**config.mk**
```make
export PLATFORM = sky130hd
export DESIGN_NAME = spi_flash_writer
export DESIGN_NICKNAME = d
export VERILOG_FILES = /design/src/rtl/spi_flash_writer.sv
export SDC_FILE = /design/constraint.sdc
export NUM_CORES = 1
export LEC_CHECK = 0
export ABC_AREA = 0
export CAP_MARGIN = 15
export CORE_AREA = 2 2 122 124
export CTS_CLUSTER_SIZE = 40
export DETAILED_ROUTE_END_ITERATION = 8
export DIE_AREA = 0 0 124 126
export PLACE_DENSITY = 0.43
export SYNTH_ARGS = -nofsm -noshare
export SYNTH_HDL_FRONTEND = slang
export SYNTH_SLANG_ARGS = --single-unit
```
**constraint.sdc**
```tcl
create_clock -name clk -period 4.7 [get_ports clk]
set_input_delay 0.94 -clock clk [delete_from_list [all_inputs] [get_ports clk]]
set_output_delay 0.94 -clock clk [all_outputs]
set_load 0.02 [all_outputs]
```
**src/rtl/spi_flash_writer.sv**
```systemverilog
// SPI mode-0 flash programmer: WRITE ENABLE, PAGE PROGRAM of one byte, optional status polling.
// Define SPI_WRITER_POLL_EN to compile in the READ STATUS poll loop (GAP2/POLL/CHECK).
module spi_flash_writer #(
    parameter int CLK_DIV    = 2,
    parameter int GAP_CYCLES = 4,
    parameter int MAX_POLLS  = 255
) (
    input  logic       clk,
    input  logic       rst,
    input  logic       start,
    input  logic [7:0] address,
    input  logic [7:0] data_in,
    input  logic       miso,
    output logic       mosi,
    output logic       sclk,
    output logic       cs,
    output logic       busy,
    output logic       done,
    output logic [7:0] status,
    output logic       err
);

    typedef enum logic [2:0] {
        S_IDLE,
        S_WREN,
        S_GAP1,
        S_PROG,
        S_GAP2,
        S_POLL,
        S_CHECK,
        S_DONE
    } state_t;

    localparam logic [15:0] DIV_LAST = 16'(CLK_DIV - 1);
    localparam logic [15:0] GAP_LAST = 16'(GAP_CYCLES - 1);
`ifdef SPI_WRITER_POLL_EN
    localparam logic [15:0] POLL_LIMIT = 16'(MAX_POLLS);
`endif

    state_t      state_q, state_d;
    logic [15:0] div_q, div_d;
    logic [5:0]  half_q, half_d;
    logic [15:0] gap_q, gap_d;
    logic [31:0] shift_q, shift_d;
    logic [7:0]  rx_q, rx_d;
    logic [7:0]  addr_q, addr_d;
    logic [7:0]  data_q, data_d;
    logic [15:0] poll_q, poll_d;
    logic [7:0]  status_q, status_d;
    logic        err_q, err_d;
    logic        cs_q, cs_d;
    logic        sclk_q, sclk_d;
    logic        mosi_q, mosi_d;
    logic        busy_q, busy_d;
    logic        done_q, done_d;

    logic        in_frame_s;
    logic [5:0]  last_half_s;
    logic        frame_end_s;

    // Frame geometry: a frame is 2*bits+2 half-phases (setup, bits high/low, hold).
    always_comb begin
        in_frame_s  = 1'b0;
        last_half_s = 6'd0;
        case (state_q)
            S_WREN: begin
                in_frame_s  = 1'b1;
                last_half_s = 6'd17;
            end
            S_PROG: begin
                in_frame_s  = 1'b1;
                last_half_s = 6'd49;
            end
            S_POLL: begin
                in_frame_s  = 1'b1;
                last_half_s = 6'd33;
            end
            default: begin
                in_frame_s  = 1'b0;
                last_half_s = 6'd0;
            end
        endcase
    end

    // Next-state, datapath and registered-output decode.
    always_comb begin
        state_d     = state_q;
        div_d       = div_q;
        half_d      = half_q;
        gap_d       = gap_q;
        shift_d     = shift_q;
        rx_d        = rx_q;
        addr_d      = addr_q;
        data_d      = data_q;
        poll_d      = poll_q;
        status_d    = status_q;
        err_d       = err_q;
        frame_end_s = 1'b0;

        if (in_frame_s) begin
            if (div_q == DIV_LAST) begin
                div_d = 16'd0;
                if (half_q == last_half_s) begin
                    frame_end_s = 1'b1;
                end else begin
                    half_d = half_q + 6'd1;
                    // Leaving a high phase: next bit appears at the start of the low phase.
                    if (half_q[0]) begin
                        shift_d = {shift_q[30:0], 1'b0};
                    end else begin
                        shift_d = shift_q;
                    end
                end
            end else begin
                div_d = div_q + 16'd1;
            end
        end else begin
            frame_end_s = 1'b0;
        end

`ifdef SPI_WRITER_POLL_EN
        // Read byte occupies bits 8..15 of the poll frame; sample as sclk rises.
        if (state_q == S_POLL && half_q[0] && div_q == 16'd0 &&
            half_q != last_half_s && half_q[5:1] >= 5'd8) begin
            rx_d = {rx_q[6:0], miso};
        end else begin
            rx_d = rx_q;
        end
`endif

        case (state_q)
            S_IDLE: begin
                if (start) begin
                    addr_d  = address;
                    data_d  = data_in;
                    err_d   = 1'b0;
                    poll_d  = 16'd0;
                    div_d   = 16'd0;
                    half_d  = 6'd0;
                    shift_d = {8'h06, 24'h000000};
                    state_d = S_WREN;
                end else begin
                    state_d = S_IDLE;
                end
            end
            S_WREN: begin
                if (frame_end_s) begin
                    gap_d   = 16'd0;
                    state_d = S_GAP1;
                end else begin
                    state_d = S_WREN;
                end
            end
            S_PROG: begin
                if (frame_end_s) begin
`ifdef SPI_WRITER_POLL_EN
                    gap_d   = 16'd0;
                    state_d = S_GAP2;
`else
                    state_d = S_DONE;
`endif
                end else begin
                    state_d = S_PROG;
                end
            end
            S_GAP1, S_GAP2: begin
                if (gap_q == GAP_LAST) begin
                    div_d  = 16'd0;
                    half_d = 6'd0;
                    if (state_q == S_GAP1) begin
                        shift_d = {8'h02, addr_q, data_q, 8'h00};
                        state_d = S_PROG;
                    end else begin
                        shift_d = {8'h05, 24'h000000};
                        state_d = S_POLL;
                    end
                end else begin
                    gap_d = gap_q + 16'd1;
                end
            end
`ifdef SPI_WRITER_POLL_EN
            S_POLL: begin
                if (frame_end_s) begin
                    poll_d  = poll_q + 16'd1;
                    state_d = S_CHECK;
                end else begin
                    state_d = S_POLL;
                end
            end
            S_CHECK: begin
                status_d = rx_q;
                if (!rx_q[0]) begin
                    state_d = S_DONE;
                end else if (poll_q < POLL_LIMIT) begin
                    gap_d   = 16'd0;
                    state_d = S_GAP2;
                end else begin
                    err_d   = 1'b1;
                    state_d = S_DONE;
                end
            end
`endif
            S_DONE: begin
                state_d = S_IDLE;
            end
            default: begin
                state_d = S_IDLE;
            end
        endcase

        // Pins are decoded from the current state, so cs falls one edge after accept.
        cs_d   = ~in_frame_s;
        sclk_d = in_frame_s & half_q[0] & (half_q != last_half_s);
        mosi_d = in_frame_s & shift_q[31];
        busy_d = (state_q != S_IDLE);
        done_d = (state_q == S_DONE);
    end

    // State and output registers with synchronous reset.
    always_ff @(posedge clk) begin
        if (rst) begin
            state_q  <= S_IDLE;
            div_q    <= 16'd0;
            half_q   <= 6'd0;
            gap_q    <= 16'd0;
            shift_q  <= 32'h00000000;
            rx_q     <= 8'h00;
            addr_q   <= 8'h00;
            data_q   <= 8'h00;
            poll_q   <= 16'd0;
            status_q <= 8'h00;
            err_q    <= 1'b0;
            cs_q     <= 1'b1;
            sclk_q   <= 1'b0;
            mosi_q   <= 1'b0;
            busy_q   <= 1'b0;
            done_q   <= 1'b0;
        end else begin
            state_q  <= state_d;
            div_q    <= div_d;
            half_q   <= half_d;
            gap_q    <= gap_d;
            shift_q  <= shift_d;
            rx_q     <= rx_d;
            addr_q   <= addr_d;
            data_q   <= data_d;
            poll_q   <= poll_d;
            status_q <= status_d;
            err_q    <= err_d;
            cs_q     <= cs_d;
            sclk_q   <= sclk_d;
            mosi_q   <= mosi_d;
            busy_q   <= busy_d;
            done_q   <= done_d;
        end
    end

    assign cs   = cs_q;
    assign sclk = sclk_q;
    assign mosi = mosi_q;
    assign busy = busy_q;
    assign done = done_q;

`ifdef SPI_WRITER_POLL_EN
    assign status = status_q;
    assign err    = err_q;
`else
    logic unused_ok;
    assign unused_ok = ^{miso, 16'(MAX_POLLS)};
    assign status    = 8'h00;
    assign err       = 1'b0;
`endif

endmodule

```
==> results of run 1 <==
==> cells in the mapped netlist (2+ instances only) <==
library cell / instances / share of area (%)
sky130_fd_sc_hd__xnor2_1: 9 / 1.9
sky130_fd_sc_hd__o21ai_0: 18 / 2.1
sky130_fd_sc_hd__nor3b_1: 4 / 0.71
sky130_fd_sc_hd__and3_1: 8 / 1.2
sky130_fd_sc_hd__nor4_2: 2 / 0.59
sky130_fd_sc_hd__nor2b_1: 3 / 0.44
sky130_fd_sc_hd__o2111ai_1: 3 / 0.62
sky130_fd_sc_hd__mux2i_1: 19 / 4.5
sky130_fd_sc_hd__nand4_1: 6 / 0.89
sky130_fd_sc_hd__nor4b_1: 3 / 0.62
sky130_fd_sc_hd__nor3_1: 11 / 1.3
sky130_fd_sc_hd__or3_1: 4 / 0.59
sky130_fd_sc_hd__ha_1: 5 / 1.5
sky130_fd_sc_hd__nand3_1: 10 / 1.2
sky130_fd_sc_hd__o21ai_1: 10 / 1.2
sky130_fd_sc_hd__o211ai_1: 3 / 0.53
sky130_fd_sc_hd__a211oi_1: 2 / 0.36
sky130_fd_sc_hd__and4_1: 4 / 0.83
sky130_fd_sc_hd__buf_2: 12 / 1.4
sky130_fd_sc_hd__and2_1: 4 / 0.59
sky130_fd_sc_hd__buf_4: 12 / 2.1
sky130_fd_sc_hd__or2_1: 3 / 0.44
sky130_fd_sc_hd__a21oi_1: 35 / 4.2
sky130_fd_sc_hd__inv_1: 6 / 0.53
sky130_fd_sc_hd__nand2_1: 91 / 8.1
sky130_fd_sc_hd__clkbuf_1: 12 / 1.1
sky130_fd_sc_hd__xor2_1: 21 / 4.4
sky130_fd_sc_hd__nor2_1: 53 / 4.7
sky130_fd_sc_hd__dfxtp_1: 94 / 45
sky130_fd_sc_hd__nor4_1: 4 / 0.59
sky130_fd_sc_hd__a32o_1: 2 / 0.47
sky130_fd_sc_hd__nand2b_1: 4 / 0.59
==> path summary, 6_finish.rpt <==
| path | startpoint | slack [ps] | end | cells past startpoint |
|---|---|---|---|---|
| hold / removal | shift_q[31] | 430 | mosi | 2 |
| hold reg to reg | shift_q[31] | 430 | mosi | 2 |
| setup / recovery | state_q[0] | 1420 | shift_q[24] | 7 |
| setup reg to reg | state_q[0] | 1420 | shift_q[24] | 7 |
==> report_power, final <==
group | internal [W] | switching [W] | total (W)
registers | 0.000809 | 0.0000101 | 0.000820
logic | 0.0000360 | 0.0000574 | 0.0000934
clock network | 0.000439 | 0.000304 | 0.000743
==> metal layers <==
layer	GRT usage, %	vias to the layer above	wire [um]
li1	-	1701	-
met1	17.1	1549	4660
met2	18.2	41	3690
met3	2.31	11	235
met4	5.55	0	165
met5	0	-	0
==> worst min-delay path, cell delays in order, from the launching register on <==
cell and delay, ps:
sky130_fd_sc_hd__dfxtp_1 310, sky130_fd_sc_hd__inv_1 50, sky130_fd_sc_hd__nor2_1 30
==> cell type report <==
| type | count | share of cell area, % |
|---|---|---|
| multi-input combinational | 369 | 44.2 |
| sequential | 94 | 38.9 |
| timing repair buffer | 28 | 5.53 |
| clock buffer | 12 | 5.30 |
| tap | 184 | 4.76 |
| clock inverter | 3 | 0.905 |
| inverter | 6 | 0.465 |
==> flip-flops by register name, summed over array words and instances (netlist names), 3 cells and up <==
name,count
shift_q,32
addr_q,8
gap_q,16
data_q,8
half_q,6
state_q,3
div_q,16
==> metrics by stage <==
| stage | utilization [%] | total power [W] | instances | hold WS [ps] | area, sq um |
|---|---|---|---|---|---|
| finish | 33.8 | 0.00166 | 696 | 431 | 4840 |
| CTS | 33.8 | 0.00168 | 695 | 441 | 4830 |
| floorplan | - | 0.000904 | 506 | 409 | 4250 |
| detailed placement | 31.7 | 0.000932 | 680 | 426 | 4530 |
| global placement | 31.7 | 0.000931 | 680 | 430 | 4530 |
| global route | 33.8 | 0.00172 | 696 | 473 | 4840 |
==> cells in the final DEF, fill, tap and decap left out, types with 10 or more instances in the layout <==
cell,instances
sky130_fd_sc_hd__nand3_1,10
sky130_fd_sc_hd__dfxtp_1,94
sky130_fd_sc_hd__clkdlybuf4s50_1,23
sky130_fd_sc_hd__nor2_1,53
sky130_fd_sc_hd__xor2_1,21
sky130_fd_sc_hd__nand2_1,91
sky130_fd_sc_hd__a21oi_1,35
sky130_fd_sc_hd__nor3_1,11
sky130_fd_sc_hd__mux2i_1,19
sky130_fd_sc_hd__o21ai_0,18
sky130_fd_sc_hd__o21ai_1,10
==> cells by family after synthesis <==
kind of cell	after synthesis	share of synthesized area, %
simple gates	223	25.7
flops	94	44.6
compound gates	83	12.0
buf+inv	43	5.43
xor+xnor	30	6.23
mux	19	4.51
fa+ha+maj	5	1.48
other cells	1	0.0889
==> run metrics, run 1 <==
die footprint 15600 sq um; Final Max Tran Viols 0; DRC marker count from the first detailed-route iteration 140; post-synthesis to final-layout area growth 14.7%; Routability Congestion 0.737; count of unresolved DRC violations after routing 0; initial standard-cell utilization of the core 29.5%; Ys Warns 0; count of standard-cell rows 44; setup TNS 0 ps; initial antenna violation count 0; root buffer cell sky130_fd_sc_hd__clkbuf_16; timing-limited maximum frequency 305 MHz; count of endpoints failing hold in the final timing report 0; setup repair after global routing missed its margin no; transition time of the tightest slew-check pin 812 ps; floorplan die height 126 um; ports placed on the boundary 34; pre-CTS setup slack between 1000 and 1500 ps; sequence of cells on the critical path a21boi_1 > ha_1 > nor4_2 > a21boi_2 > or2_1 > nor2_1 > a2111oi_2; number of H-tree levels 3; Final period util a little over two thirds; clock latency on the worst-skew pair approximately 340 ps; gr ovfl total 0; Post-synth EDFFs 0; data arrival time of the worst path 3530 ps; largest stage delay on the critical path roughly 700 ps; max-slew headroom at the worst pin 45.9%; proportion of synthesized flip-flops having asynchronous set or reset 0%; largest fanout on the critical path 19; family of cells with the greatest summed delay on the critical path simple AND/OR/NAND/NOR gates; Setup Buffers After CTS 0; Core Area between 10000 and 15000 sq um; Synth Cell Area 4220 sq um; width of the die ~120 um; average cell area after synthesis about 8.5 sq um; static leakage 1.67 nW; number of iterations in the first detailed-routing pass 4; number of buffers inserted by hold repair at cts 0; average routed wire per standard cell roughly 13 um; flops & latches, synth 94; share of post-route cells with drive strength above 1 5.66%; Min Clock Period, post-route 3280 ps; worst min-delay path category flip-flop to flip-flop; clock slew at reported path FFs 60 ps; final setup margin roughly 1400 ps; TritonCTS clock tree built; Longest Clk Path Bufs 2; Port-buffer cells 23; Multi-input gate area 2140 sq um; number of setup violations in the final report 0; pwr dens about 340 nW/um^2; startpoint types flip-flop; run status completed; count of mapped cells out of synthesis approximately 500; Peak supply drop 0.157 mV; start-to-end type of the worst setup path flip-flop to flip-flop; clk sinks 94; area of all sequential standard cells 1880 sq um; cell with the largest stage delay on the worst path sky130_fd_sc_hd__or2_1; ANT nets after route 0; antenna cell count 0; buffers plus inverters on the worst setup path 0; Overall Global Routing Usage 12.2%; ys flop type sky130_fd_sc_hd__dfxtp_1; portion of the post-synthesis area used by sequential elements 44.6%; number of instances resized during post-cts repair 0; net count reported at finish 533; half-perimeter wire length after detailed placement 5.77 mm; number of maximum-capacitance constraint violations 0; global-route wire length before repair ~15 mm; via count of the first global-routing pass 3175; number of vias in the routed layout 3302; critical path endpoint category flip-flop; routed vias/inst 4.74; wirelength, routed 8.76 mm; pin count of the biggest net entering global routing 32; required time at the worst-slack endpoint 4940 ps; Fill cells roughly 1500; Num CTS Buffers 9; largest clock skew in the final design around 7.0 ps; Cell variety after synth 53
Note: power is estimated with default switching activity, not from simulation.
==> inputs of run 2 (changes only) <==
Settings changed: PLACE_DENSITY 0.43 to 0.45.
Clock period 4.7 ns to 2.75 ns, I/O delays scaled along.
==> run 2 against run 1 <==
- core utilization up 1.1 points
- combinational power increased by 94%
- sequential power rose by 71%
- sequential share of layout area fell by 1.3 points
- register-to-register slack got worse by 1200 ps
- worst setup slack worse by 1200 ps
- sequential cell count is the same
- critical endpoint is now shift_q[12]
- largest cell class unchanged
- highest routed layer unchanged
==> run metrics, run 2 (synthesis gave the netlist of run 1 again) <==
initial standard-cell utilization of the core 29.5% (unchanged); floorplan die height 126 um (unchanged); half-perimeter wire length after detailed placement 6.12 mm (+6.1%); Overall Global Routing Usage 11.9% (-0.29 points); top library cells by usage in the layout, fill and taps aside sky130_fd_sc_hd__dfxtp_1, sky130_fd_sc_hd__nand2_1, sky130_fd_sc_hd__nor2_1; count of unresolved DRC violations after routing 0 (unchanged); Final Max Tran Viols 0 (unchanged); wirelength, routed 8.89 mm (+1.5%); Top Registers shift_q x32, div_q x16, gap_q x16; Port-buffer cells 23 (unchanged); number of vias in the routed layout 3342 (+1.2%); post-synthesis to final-layout area growth 18.6%; Peak supply drop 0.288 mV (+83%); run status completed; total internal power 0.00220 W (+71%); switching fraction of total power 23.3% (+0.83 points); largest clock skew in the final design 6.93 ps (-0.115 ps); startpoint types flip-flop; fin util 35.0% (+1.1 points); Total Power 0.00286 W (+73%); data arrival time of the worst path 2720 ps (-810 ps); largest fanout on the critical path 16 (-3); setup repair after global routing missed its margin no; TritonCTS clock tree built; static leakage 1.77 nW (+6.0%); Cells after DPL 696 (+2.4%); root buffer cell sky130_fd_sc_hd__clkbuf_16; max reg flops 32 (unchanged); portion of total power attributed to combinational logic 6.3% (+0.7 points); Final period util 90.4% (+21 points); leading cell type in the layout, fill and taps excluded sky130_fd_sc_hd__dfxtp_1; register name with the most flops shift_q; Longest Clk Path Bufs 2 (unchanged); Min Clock Period, post-route 2490 ps (-797 ps); gr ovfl total 0 (unchanged); count of standard-cell rows 44 (unchanged); net count reported at finish 550 (+3.2%); DRC marker count from the first detailed-route iteration 144 (+2.9%); max-slew headroom at the worst pin 56.7% (+11 points); number of maximum-capacitance constraint violations 0 (unchanged); transition time of the tightest slew-check pin 647 ps (-165 ps); Routability Congestion 0.736 (-0.16%); average routed wire per standard cell 12.5 um (-0.88%); sequential power share 48.7% (-0.8 points); pwr dens 572 nW/um^2 (+67%); clock latency on the worst-skew pair 340 ps (about the same); antenna cell count 0 (unchanged); number of setup violations in the final report 0 (unchanged); clock slew at reported path FFs 70 ps (about the same); die footprint 15600 sq um (unchanged); ANT nets after route 0 (unchanged); Worst Hold Slack 448 ps (+16.3 ps); pre-CTS setup slack -10.5 ps (-1370 ps); global-route wire length before repair 14.9 mm (-2.0%); count of endpoints failing hold in the final timing report 0 (unchanged); Core Area 14300 sq um (unchanged); final setup margin 264 ps (-1150 ps); pin count of the biggest net entering global routing 31 (-3.1%); worst min-delay path category flip-flop to flip-flop; final non-filler cell total 713 (+2.4%); initial antenna violation count 0 (unchanged); number of iterations in the first detailed-routing pass 4 (unchanged); share of post-route cells with drive strength above 1 9.26% (+3.6 points); start-to-end type of the worst setup path flip-flop to flip-flop; number of H-tree levels 3 (unchanged); critical path endpoint category flip-flop; width of the die 124 um (unchanged); FF-to-FF setup slack 260 ps (-1150 ps); routed vias/inst 4.69 (-1.2%); clk sinks 94 (unchanged); clock network power share 44.9% (about the same); sw power 0.000666 W (+79%); Num CTS Buffers 9 (unchanged); via count of the first global-routing pass 3048 (-4.0%); ports placed on the boundary 34 (unchanged); timing-limited maximum frequency 402 MHz (+32%); number of buffers inserted by hold repair at cts 0 (unchanged); required time at the worst-slack endpoint 2980 ps (-1960 ps)
-- run 2: per-stage QoR --
| step | TNS (ps) | area [sq um] |
|---|---|---|
| 6_report | 0 | 5000 |
| 5_1_grt | 0 | 5000 |
| 2_1_floorplan | 0 | 4250 |
| 4_1_cts | 0 | 4960 |
| 3_5_place_dp | -11.0 | 4650 |
| 3_3_place_gp | 0 | 4650 |
-- run 2: routing by layer --
layer / GRT usage [%] / part of all wire (%) / vias to the layer above
met3: 4.48 / 3.1 / 9
met2: 18.2 / 46 / 47
met5: 0 / 0 / -
met4: 3.57 / 1.7 / 0
li1: - / - / 1736
met1: 15.6 / 50 / 1550
-- run 2: final timing paths --
check                                start     endpoint  cells past startpoint
worst max-delay path            state_q[0]  shift_q[12]                      9
worst min-delay path            shift_q[0]   shift_q[1]                      2
worst min register to register  shift_q[0]   shift_q[1]                      2
worst max register to register  state_q[0]  shift_q[12]                      9
-- run 2: repair_timing --
| item | in CTS | in global routing |
|---|---|---|
| setup buffers | 0 | 1 |
| pin swaps | 0 | 2 |
| resized for setup | 1 | 3 |
| setup endpoints to repair | 1 | 30 |
| cloned | 0 | 1 |
-- run 2: area by class of cell --
type | count | area [sq um]
tap | 184 | 230
clock inverter | 5 | 67.6
fill | 1503 | 9310
inverter | 6 | 22.5
sequential | 94 | 1880
multi-input combinational | 370 | 2160
timing repair buffer | 44 | 400
clock buffer | 10 | 239
-- run 2: power groups by stage --
| stage | Combinational [W] | Sequential (W) | Clock, W |
|---|---|---|---|
| CTS | 0.000180 | 0.00139 | 0.00133 |
| finish | 0.000181 | 0.00140 | 0.00129 |
| global route | 0.000203 | 0.00140 | 0.00139 |
| detailed placement | 0.000180 | 0.00143 | 0 |
| floorplan | 0.000120 | 0.00143 | 0 |
| global placement | 0.000177 | 0.00143 | 0 |
-- run 2: critical path: stages (launching register included) --
cell                       delay [ps]
sky130_fd_sc_hd__dfxtp_1          320
sky130_fd_sc_hd__a21boi_1         210
sky130_fd_sc_hd__buf_4            180
sky130_fd_sc_hd__ha_1             250
sky130_fd_sc_hd__nor4_4           300
sky130_fd_sc_hd__a21boi_4         330
sky130_fd_sc_hd__or2_1            210
sky130_fd_sc_hd__buf_4            270
sky130_fd_sc_hd__mux2i_1          230
sky130_fd_sc_hd__o21ai_1           70
